===== src/rtl/seq_gen_pkg.sv =====
// Shared types and helpers for the serial pattern generator.
package seq_gen_pkg;

  localparam int PAT_W_DEF = 8;

  typedef enum logic [1:0] {
    IDLE  = 2'd0,
    SHIFT = 2'd1,
    GAP   = 2'd2
  } seq_gen_state_t;

  // Requested lengths beyond the pattern width send the whole pattern.
  function automatic int clamp_len(input int len, input int max_len);
    int res;
    if (len > max_len) begin
      res = max_len;
    end else begin
      res = len;
    end
    return res;
  endfunction

endpackage


===== src/rtl/seq_shift_reg.sv =====
// Pattern holding register with a bit-index down-counter; presents the selected
// bit registered, and forces it to 0 on cycles where no bit is stepped out.
module seq_shift_reg
  import seq_gen_pkg::*;
#(
  parameter int PAT_W = PAT_W_DEF,
  parameter int LEN_W = $clog2(PAT_W + 1)
) (
  input  logic             clk,
  input  logic             rst,
  input  logic             load,
  input  logic             reload,
  input  logic             advance,
  input  logic [PAT_W-1:0] pat,
  input  logic [LEN_W-1:0] len,
  output logic             cur_bit,
  output logic             last_bit
);

  localparam int IDX_W = (PAT_W > 1) ? $clog2(PAT_W) : 1;

  logic [PAT_W-1:0] pat_r, pat_n_s;
  logic [LEN_W-1:0] len_r, len_n_s;
  logic [IDX_W-1:0] idx_r, idx_n_s;
  logic             step_s;

  // Next pattern/index: load latches new inputs, reload restarts at the MSB.
  always_comb begin
    pat_n_s = pat_r;
    len_n_s = len_r;
    idx_n_s = idx_r;
    step_s  = 1'b0;
    if (load) begin
      pat_n_s = pat;
      len_n_s = len;
      idx_n_s = IDX_W'(len - LEN_W'(1));
      step_s  = 1'b1;
    end else if (reload) begin
      idx_n_s = IDX_W'(len_r - LEN_W'(1));
      step_s  = 1'b1;
    end else if (advance) begin
      idx_n_s = idx_r - IDX_W'(1);
      step_s  = 1'b1;
    end else begin
      step_s  = 1'b0;
    end
  end

  // State and registered bit/last-bit outputs.
  always_ff @(posedge clk or negedge rst) begin
    if (!rst) begin
      pat_r    <= '0;
      len_r    <= '0;
      idx_r    <= '0;
      cur_bit  <= 1'b0;
      last_bit <= 1'b0;
    end else begin
      pat_r    <= pat_n_s;
      len_r    <= len_n_s;
      idx_r    <= idx_n_s;
      cur_bit  <= step_s ? pat_n_s[idx_n_s] : 1'b0;
      last_bit <= (idx_n_s == IDX_W'(0));
    end
  end

endmodule


===== src/rtl/seq_pattern_gen.sv =====
// Serial pattern generator: streams a latched pattern MSB-first, repeated a
// programmable number of times with an optional idle gap between repetitions.
module seq_pattern_gen
  import seq_gen_pkg::*;
#(
  parameter int PAT_W = PAT_W_DEF,
  parameter int LEN_W = $clog2(PAT_W + 1),
  parameter int CNT_W = 4,
  parameter int GAP_W = 4
) (
  input  logic             clk,
  input  logic             rst,
  input  logic             start,
  input  logic             stop,
  input  logic [PAT_W-1:0] pat,
  input  logic [LEN_W-1:0] len,
  input  logic [CNT_W-1:0] reps,
  input  logic [GAP_W-1:0] gap,
  output logic             x,
  output logic             x_valid,
  output logic             busy,
  output logic             done,
  output logic [CNT_W-1:0] rep_cnt
);

  seq_gen_state_t   state_r, state_n_s;
  logic [CNT_W-1:0] reps_r, reps_n_s, rep_cnt_n_s, rep_inc_s;
  logic [GAP_W-1:0] gap_r, gap_n_s, gap_cnt_r, gap_cnt_n_s;
  logic [LEN_W-1:0] len_c_s;
  logic             load_s, reload_s, advance_s, last_s;
  logic             valid_n_s, busy_n_s, done_n_s;

  assign len_c_s   = LEN_W'(clamp_len(int'(len), PAT_W));
  assign rep_inc_s = rep_cnt + CNT_W'(1);

  seq_shift_reg #(
    .PAT_W(PAT_W),
    .LEN_W(LEN_W)
  ) u_shift (
    .clk     (clk),
    .rst     (rst),
    .load    (load_s),
    .reload  (reload_s),
    .advance (advance_s),
    .pat     (pat),
    .len     (len_c_s),
    .cur_bit (x),
    .last_bit(last_s)
  );

  // Next-state and next-output logic; outputs describe the cycle after the edge.
  always_comb begin
    state_n_s   = state_r;
    reps_n_s    = reps_r;
    gap_n_s     = gap_r;
    gap_cnt_n_s = gap_cnt_r;
    rep_cnt_n_s = rep_cnt;
    valid_n_s   = 1'b0;
    busy_n_s    = 1'b0;
    done_n_s    = 1'b0;
    load_s      = 1'b0;
    reload_s    = 1'b0;
    advance_s   = 1'b0;
    case (state_r)
      IDLE: begin
        if (start && !stop && (len != LEN_W'(0))) begin
          state_n_s   = SHIFT;
          reps_n_s    = reps;
          gap_n_s     = gap;
          rep_cnt_n_s = CNT_W'(0);
          load_s      = 1'b1;
          valid_n_s   = 1'b1;
          busy_n_s    = 1'b1;
        end else begin
          state_n_s   = IDLE;
        end
      end
      SHIFT: begin
        if (stop) begin
          state_n_s = IDLE;
        end else if (!last_s) begin
          advance_s = 1'b1;
          valid_n_s = 1'b1;
          busy_n_s  = 1'b1;
        end else begin
          rep_cnt_n_s = rep_inc_s;
          if ((reps_r != CNT_W'(0)) && (rep_inc_s == reps_r)) begin
            state_n_s = IDLE;
            done_n_s  = 1'b1;
          end else if (gap_r != GAP_W'(0)) begin
            state_n_s   = GAP;
            gap_cnt_n_s = gap_r;
            busy_n_s    = 1'b1;
          end else begin
            reload_s  = 1'b1;
            valid_n_s = 1'b1;
            busy_n_s  = 1'b1;
          end
        end
      end
      GAP: begin
        if (stop) begin
          state_n_s = IDLE;
        end else if (gap_cnt_r == GAP_W'(1)) begin
          state_n_s = SHIFT;
          reload_s  = 1'b1;
          valid_n_s = 1'b1;
          busy_n_s  = 1'b1;
        end else begin
          gap_cnt_n_s = gap_cnt_r - GAP_W'(1);
          busy_n_s    = 1'b1;
        end
      end
      default: begin
        state_n_s = IDLE;
      end
    endcase
  end

  // FSM, counters and registered status outputs.
  always_ff @(posedge clk or negedge rst) begin
    if (!rst) begin
      state_r   <= IDLE;
      reps_r    <= '0;
      gap_r     <= '0;
      gap_cnt_r <= '0;
      rep_cnt   <= '0;
      x_valid   <= 1'b0;
      busy      <= 1'b0;
      done      <= 1'b0;
    end else begin
      state_r   <= state_n_s;
      reps_r    <= reps_n_s;
      gap_r     <= gap_n_s;
      gap_cnt_r <= gap_cnt_n_s;
      rep_cnt   <= rep_cnt_n_s;
      x_valid   <= valid_n_s;
      busy      <= busy_n_s;
      done      <= done_n_s;
    end
  end

endmodule


===== config.mk =====
export PLATFORM = sky130hd
export DESIGN_NAME = seq_pattern_gen
export DESIGN_NICKNAME = d
export VERILOG_FILES = /design/src/rtl/seq_gen_pkg.sv /design/src/rtl/seq_shift_reg.sv /design/src/rtl/seq_pattern_gen.sv
export SDC_FILE = /design/constraint.sdc
export NUM_CORES = 1
export LEC_CHECK = 0
export BUFFER_PORTS_ARGS = -buffer_cell sky130_fd_sc_hd__buf_2
export CAP_MARGIN = 20
export CORE_UTILIZATION = 40
export DETAILED_ROUTE_END_ITERATION = 6
export PLACE_DENSITY_LB_ADDON = 0.3
export SYNTH_ARGS = -nofsm -noshare
export SYNTH_HDL_FRONTEND = slang
export SYNTH_SLANG_ARGS = --single-unit

===== constraint.sdc =====
create_clock -name clk -period 3.3 [get_ports clk]
set_input_delay 0.33 -clock clk [delete_from_list [all_inputs] [get_ports clk]]
set_output_delay 0.33 -clock clk [all_outputs]
set_load 0.05 [all_outputs]

# After elaboration in Yosys (flattened, before gate mapping)
# Index checks and enable logic that the tools add are counted.
# Widths: inputs -> output; s select.
# totals
register_bits	37
latchBits	0
ram_bits	0
rom_bits	0
in_bits	24
wordCells	103
n_memories	0
# op_classes
addsub	5
n_mul	0
div_mod_pow	0
order_cmp	2
n_eq_ne	14
n_shift	0
mux	54
bitwise	0
n_reduce_logical	15
# op_table
op	n
$mux 4	9
$mux 1	27
$pmux 4 s2	2
$mux 2	6
$mux 3	4
$ne 2x2->1 const B	6
$reduce_bool 4->1	3
$sub 3x1->3 const B	3
$mux 8	1
$reduce_and 7->1	1
$pmux 1 s3	2
$pmux 2 s3	1
$add 4x1->4 const B	1
$eq 4x1->1 const B	1
$eq 4x4->1	1
$gt 4x4->1 const B	1
$lt 3x4->1 const B	1
$ne 4x4->1 const B	1
$reduce_and 4->1	1
$reduce_bool 2->1	2
$sub 4x1->4 const B	1
$bmux 1 s3	1
$logic_and 1x1->1	3
$logic_not 3->1	1
other kinds (10)	10

# Longest topological paths before layout
# logic_depth
depth_word	12
ltp_mapped	12

# By module
# From an unflattened synthesis, not the netlist that was laid out.
# hier_totals
hier_cells	194
hier_area_um2	2038.2
# by_module_without_submodules
module	n_inst	cells_each	area_per_inst_um2	seq_area_each_um2
seq_pattern_gen	1	124	1228.7	525.5
seq_shift_reg	1	70	809.5	400.4

# Worst setup path before layout
# OpenSTA, ideal clock, no wires.
# synth_path
path_type	reg2reg
start	register rep_cnt[0]
end	register u_shift.cur_bit
setup_ps	138
arrival_time_ps	2965
setup_slack_ps	197
path_stages_with_launch	11
path_buffers	1
cell_sequence	dfrtp_1 > ha_1 > xor2_1 > or3_4 > o21ba_1 > o21a_1 > or3_1 > buf_6 > mux2_4 > a211oi_2 > a211oi_1
# synth_via
elab_chain_cells	12
word_cells_on_any_way	14
# synth_lines
element	line_no	rtl
start: declaration	seq_pattern_gen.sv:23	output logic [CNT_W-1:0] rep_cnt
start signal: assignment	seq_pattern_gen.sv:136	rep_cnt <= rep_cnt_n_s;
$add 4x1->4	seq_pattern_gen.sv:34	assign rep_inc_s = rep_cnt + CNT_W'(1);
$eq 4x4->1	seq_pattern_gen.sv:87	if ((reps_r != CNT_W'(0)) && (rep_inc_s == reps_r)) begin
$logic_and 1x1->1	seq_pattern_gen.sv:87	
$mux 1	seq_pattern_gen.sv:87	
$mux 1	seq_pattern_gen.sv:81	end else if (!last_s) begin
$mux 1	seq_pattern_gen.sv:79	if (stop) begin
$pmux 1 s2	seq_pattern_gen.sv:64	case (state_r)
$mux 3	seq_shift_reg.sv:38	end else if (reload) begin
$mux 3	seq_shift_reg.sv:33	if (load) begin
via u_shift.idx_n_s[1]	seq_shift_reg.sv:24	logic [IDX_W-1:0] idx_r, idx_n_s;
$bmux 1 s3	seq_shift_reg.sv:61	cur_bit <= step_s ? pat_n_s[idx_n_s] : 1'b0;
$mux 1 (implied by the code)	seq_shift_reg.sv:61	
$mux 1	seq_shift_reg.sv:61	
end signal: assignment	seq_shift_reg.sv:61	
end: declaration	seq_shift_reg.sv:16	output logic cur_bit,
# The timed path passes the listed nets, and every way through them passes these cells. The select of a mux whose other input is x is not followed.
# A chain may end at the register's enable or synchronous reset.

# Worst setup path in the final report
# layout_path
start	register rep_cnt[0]
end	register u_shift.cur_bit
# layout_via
elab_chain_cells	12
word_cells_on_any_way	14
# layout_lines
element	line_no
$add 4x1->4 (*)	seq_pattern_gen.sv:34
$eq 4x4->1 (*)	seq_pattern_gen.sv:87
$logic_and 1x1->1 (*)	seq_pattern_gen.sv:87
$mux 1 (*)	seq_pattern_gen.sv:87
$mux 1 (*)	seq_pattern_gen.sv:81
$mux 1 (*)	seq_pattern_gen.sv:79
$pmux 1 s2 (*)	seq_pattern_gen.sv:64
$mux 3	seq_shift_reg.sv:38
$mux 3	seq_shift_reg.sv:33
$bmux 1 s3	seq_shift_reg.sv:61
$mux 1 (implied by the code)	seq_shift_reg.sv:61
$mux 1 (*)	seq_shift_reg.sv:61
# Mark *: on every way between the ends. The rest lies on a longest branch, timed or not. The select of a mux whose other input is x is not followed.

==> results <==
- After layout, the worst path uses 90.0% of the clock period.
- Counting along the longest clock path gives a buffer depth of 2.
- The classification of the worst setup path is flip-flop to flip-flop.
- The worst-case IR drop observed on VDD is 0.241 mV.
- The detailed-route via count is 1607.
- The number of buffers created by CTS is 5.
- The starting density of the core is 42.1%.
- The number of placement rows is 25.
- For this design the static power due to leakage is 1.14 nW.
- Summed over all failing endpoints, the final setup total negative slack is 0 ns.
- The number of post-CTS setup repair buffers is 0.
- The area share of the leading cell type in the synthesized netlist is 45.6%.
- The number of antenna violations at the first check in global routing is 0.
- The final RePlAce weighted congestion is 0.807.
- Dividing total power by cell area gives a power density of 658 nW/µm².
- The first global-routing pass estimated 6960 µm of wire.
- The setup violation total in the final timing report is 0.
- Using the TritonRoute via totals, the vias-per-cell ratio works out to 4.87.
- Pin placement for this block handled 32 I/O pins.
- The H-tree was split into 2 levels.
- The final non-filler cell total is 330.
- The proportion of power drawn by the clock network is 19.5%.
- The final critical-path required period is 2.97 ns.
- The combined global-route utilization of all metal layers is 17.3%.
- The run finished with clean final reports.
- The kind of cell with the highest combined delay on the critical path is simple AND/OR/NAND/NOR gates.
- Final hold analysis gives a worst-case slack of 0.118 ns.
- The share of total power dissipated in combinational logic is 36.7%.
- The filler cells instantiated in the layout total 491.
- Cells with a size suffix above 1 make up 19.8% of the layout.
- The critical path startpoint category is a flip-flop.
- Measured along the x axis, the die boundary spans 73.2 µm.
- For the worst setup path, the data required time is 3.45 ns.
- The clock tree from TritonCTS is done.
- The routed length per instance is 11.9 µm.
- The total internal power is 983 µW.
- Leaving out fill and tap cells, the most frequent cells in the layout are nand2_1 (58), dfrtp_1 (37), buf_2 (31).
- The delay contributed by the slowest stage of the critical path is 0.49 ns.
- The switching power is 567 µW.
- Data arrives at the worst endpoint at 3.13 ns.
- The first TritonRoute pass finished after 4 iterations.
- The die is 73.2 µm tall.
- The DRC violations left is 0.
- The buffering stage count on the worst path with inverters included is 0.
- The area of the mapped netlist is 2030 µm².
- The core region is 4820 µm².
- Clock tree synthesis found a total of 37 sinks.
- The placed cell count is 322.
- In this run switching power makes up 36.6% of total power.
- For this run the aggregate overflow at the end of global routing stands at 0.
- Once detailed placement completed, the half-perimeter wirelength came to 2970 µm.
- The post-detailed-routing wire length is 3940 µm.
- Counting flops with an async set or reset pin after synthesis yields a share of 100%.
- For this design, the CTS-stage hold fixing added 0 buffers.
- The worst hold-check path type is primary input to asynchronous set/reset pin.
- The buffer type at the clock tree root is clkbuf_8.
- For the final database, setup skew stands at 0.00499 ns.
- The detailed router finished its first iteration with 105 violations.
- The total count of max-transition violations in the final report came to 0.
- The final hold violation count is 0.
- The die covers 5360 µm².
- The cell count after synthesis is 226.
- The layout overhead on the synthesized area is 16.2%.
- In the synthesized netlist the dominant register cell turns out to be dfrtp_1.
- The clock latency on the worst-skew pair is 0.29 ns.
- Based on the critical path, the design can be clocked at up to 0.337 GHz.
- The library cell used most frequently in the layout, excluding fill and tap cells, is nand2_1.
- The final layout contains 296 nets.
- For the pin with the worst max-slew slack, the measured transition is 0.801 ns.
- In this run the mean area of a mapped cell was 8.98 µm².
- The normalized max-slew margin is 46.6%.
- The synthesized design contains 0 enable-type register cells.
- The count of synthesis-stage warnings from yosys is 0.
- Registers are responsible for 43.8% of the overall power.
- The maximum fanout encountered on the critical timing path is 6.
- The register bit count reported by yosys is 37.
- Of the synthesized area, sequential elements account for 45.6%.
- The detail route stage leaves a number of antenna-violating nets equal to 0.
- Setup repair after global routing left no endpoint under its margin.
- The count of instances resized after the clock tree is built is 0.
- 0 antenna diodes ended up in the layout.
- Among all stages on the critical path, the largest delay is contributed by or3_1.
- Entering global routing, the biggest net connects 38 pins.
- The via count of the first global-routing pass is 1551.
- The kind of end point of the critical path is a flip-flop.
- The cell taking the most area after synthesis is dfrtp_1.
- The number of distinct standard cells referenced by the synthesized netlist is 38.
- Synthesis produced a netlist with a net count of 260.
- Walking the worst path, the cells encountered are ha_1 > xor2_1 > or3_4 > o21ba_1 > o21a_1 > or3_1 > mux2_4 > a211oi_2 > a211oi_1.
- In the post-synthesis netlist, the biggest area contributors are dfrtp_1 (46%), nand2_1 (11%), ha_1 (6.2%).
- The post-CTS clock slew at the launch and capture registers of the worst setup and hold paths is 0.07 ns.
- The max-cap violation count is 0.
- In this run the tool buffered the top-level ports with 31 buffer cells.
final timing paths:
check	from	end	slack [ns]	cells past startpoint
worst max-delay path	rep_cnt[0]	u_shift.cur_bit	0.33	9
worst min-delay path	rst	gap_cnt_r[0]	0.12	1
worst max register to register	rep_cnt[0]	u_shift.cur_bit	0.33	9
worst min register to register	u_shift.pat_r[5]	u_shift.pat_r[5]	0.48	2
max in group asynchronous	rst	gap_r[3]	2.66	1
min in group clk	reps[0]	reps_r[0]	0.23	3
per-layer routing:
layer	GRT usage (%)	vias to the layer above	routed length, µm
met5	0	-	0
met4	6.54	0	63
met3	4.70	6	160
met2	26.9	33	1790
met1	23.0	733	1930
li1	-	835	-
synth_stat cells, types with 2 or more instances:
| cell type | number |
|---|---|
| nor3_1 | 7 |
| mux2i_1 | 6 |
| mux2_2 | 2 |
| ha_1 | 10 |
| nand3_1 | 4 |
| nor2_1 | 13 |
| nand2b_1 | 6 |
| inv_1 | 15 |
| a31oi_1 | 2 |
| nand2_1 | 58 |
| xnor2_1 | 6 |
| nor2b_1 | 2 |
| o211ai_1 | 2 |
| or3_1 | 2 |
| o22ai_1 | 2 |
| o21a_1 | 2 |
| o21ai_0 | 18 |
| clkbuf_1 | 6 |
| dfrtp_1 | 37 |
| a21oi_1 | 4 |
| nor4_1 | 2 |
| a211oi_2 | 2 |
| xor2_1 | 3 |
power by group through the flow:
stage	Sequential, mW	Combinational [mW]	Clock [mW]
after CTS	0.680	0.572	0.314
after detailed placement	0.688	0.568	0
after global placement	0.686	0.560	0
final	0.679	0.569	0.302
after floorplan	0.703	0.417	0
after global routing	0.698	0.652	0.332
final cells by class:
type,count,area [µm²],area share (%)
Clock buffer,8,80.1,3.40
Tap cell,67,83.8,3.56
Inverter,15,56.3,2.39
Multi-Input combinational cell,167,1020,43.2
Sequential cell,37,926,39.3
Timing Repair Buffer,36,193,8.17
metrics by stage:
step | power, mW | cell area [µm²] | utilization [%] | worst slack, ns
global placement | 1.25 | 2280 | 47.3 | 0.406
finish | 1.55 | 2360 | 48.9 | 0.329
global route | 1.68 | 2360 | 48.9 | 0.147
detailed placement | 1.26 | 2280 | 47.3 | 0.339
floorplan | 1.12 | 2030 | - | 0.197
CTS | 1.57 | 2360 | 48.9 | 0.327
sequential cells by signal, summed over array words and instances (netlist names):
register / flops
u_shift.pat_r: 8
gap_cnt_r: 4
gap_r: 4
rep_cnt: 4
reps_r: 4
u_shift.idx_r: 3
u_shift.len_r: 3
state_r: 2
busy: 1
done: 1
u_shift.cur_bit: 1
u_shift.last_bit: 1
x_valid: 1
logic make-up (layout without fill, tap and decap cells):
family                   after synthesis  count (layout)  share of synthesized area, %
XOR/XNOR                               9               9                          3.88
buffers and inverters                 22              59                          4.44
adder cells (fa/ha/maj)               10              10                          6.17
AND/OR/NAND/NOR                      100             100                          22.1
multiplexers                           9               9                          4.81
AO/OA/AOI/OAI                         39              39                          12.9
flip-flops                            37              37                          45.6
Power figures use the tool's default switching activity.
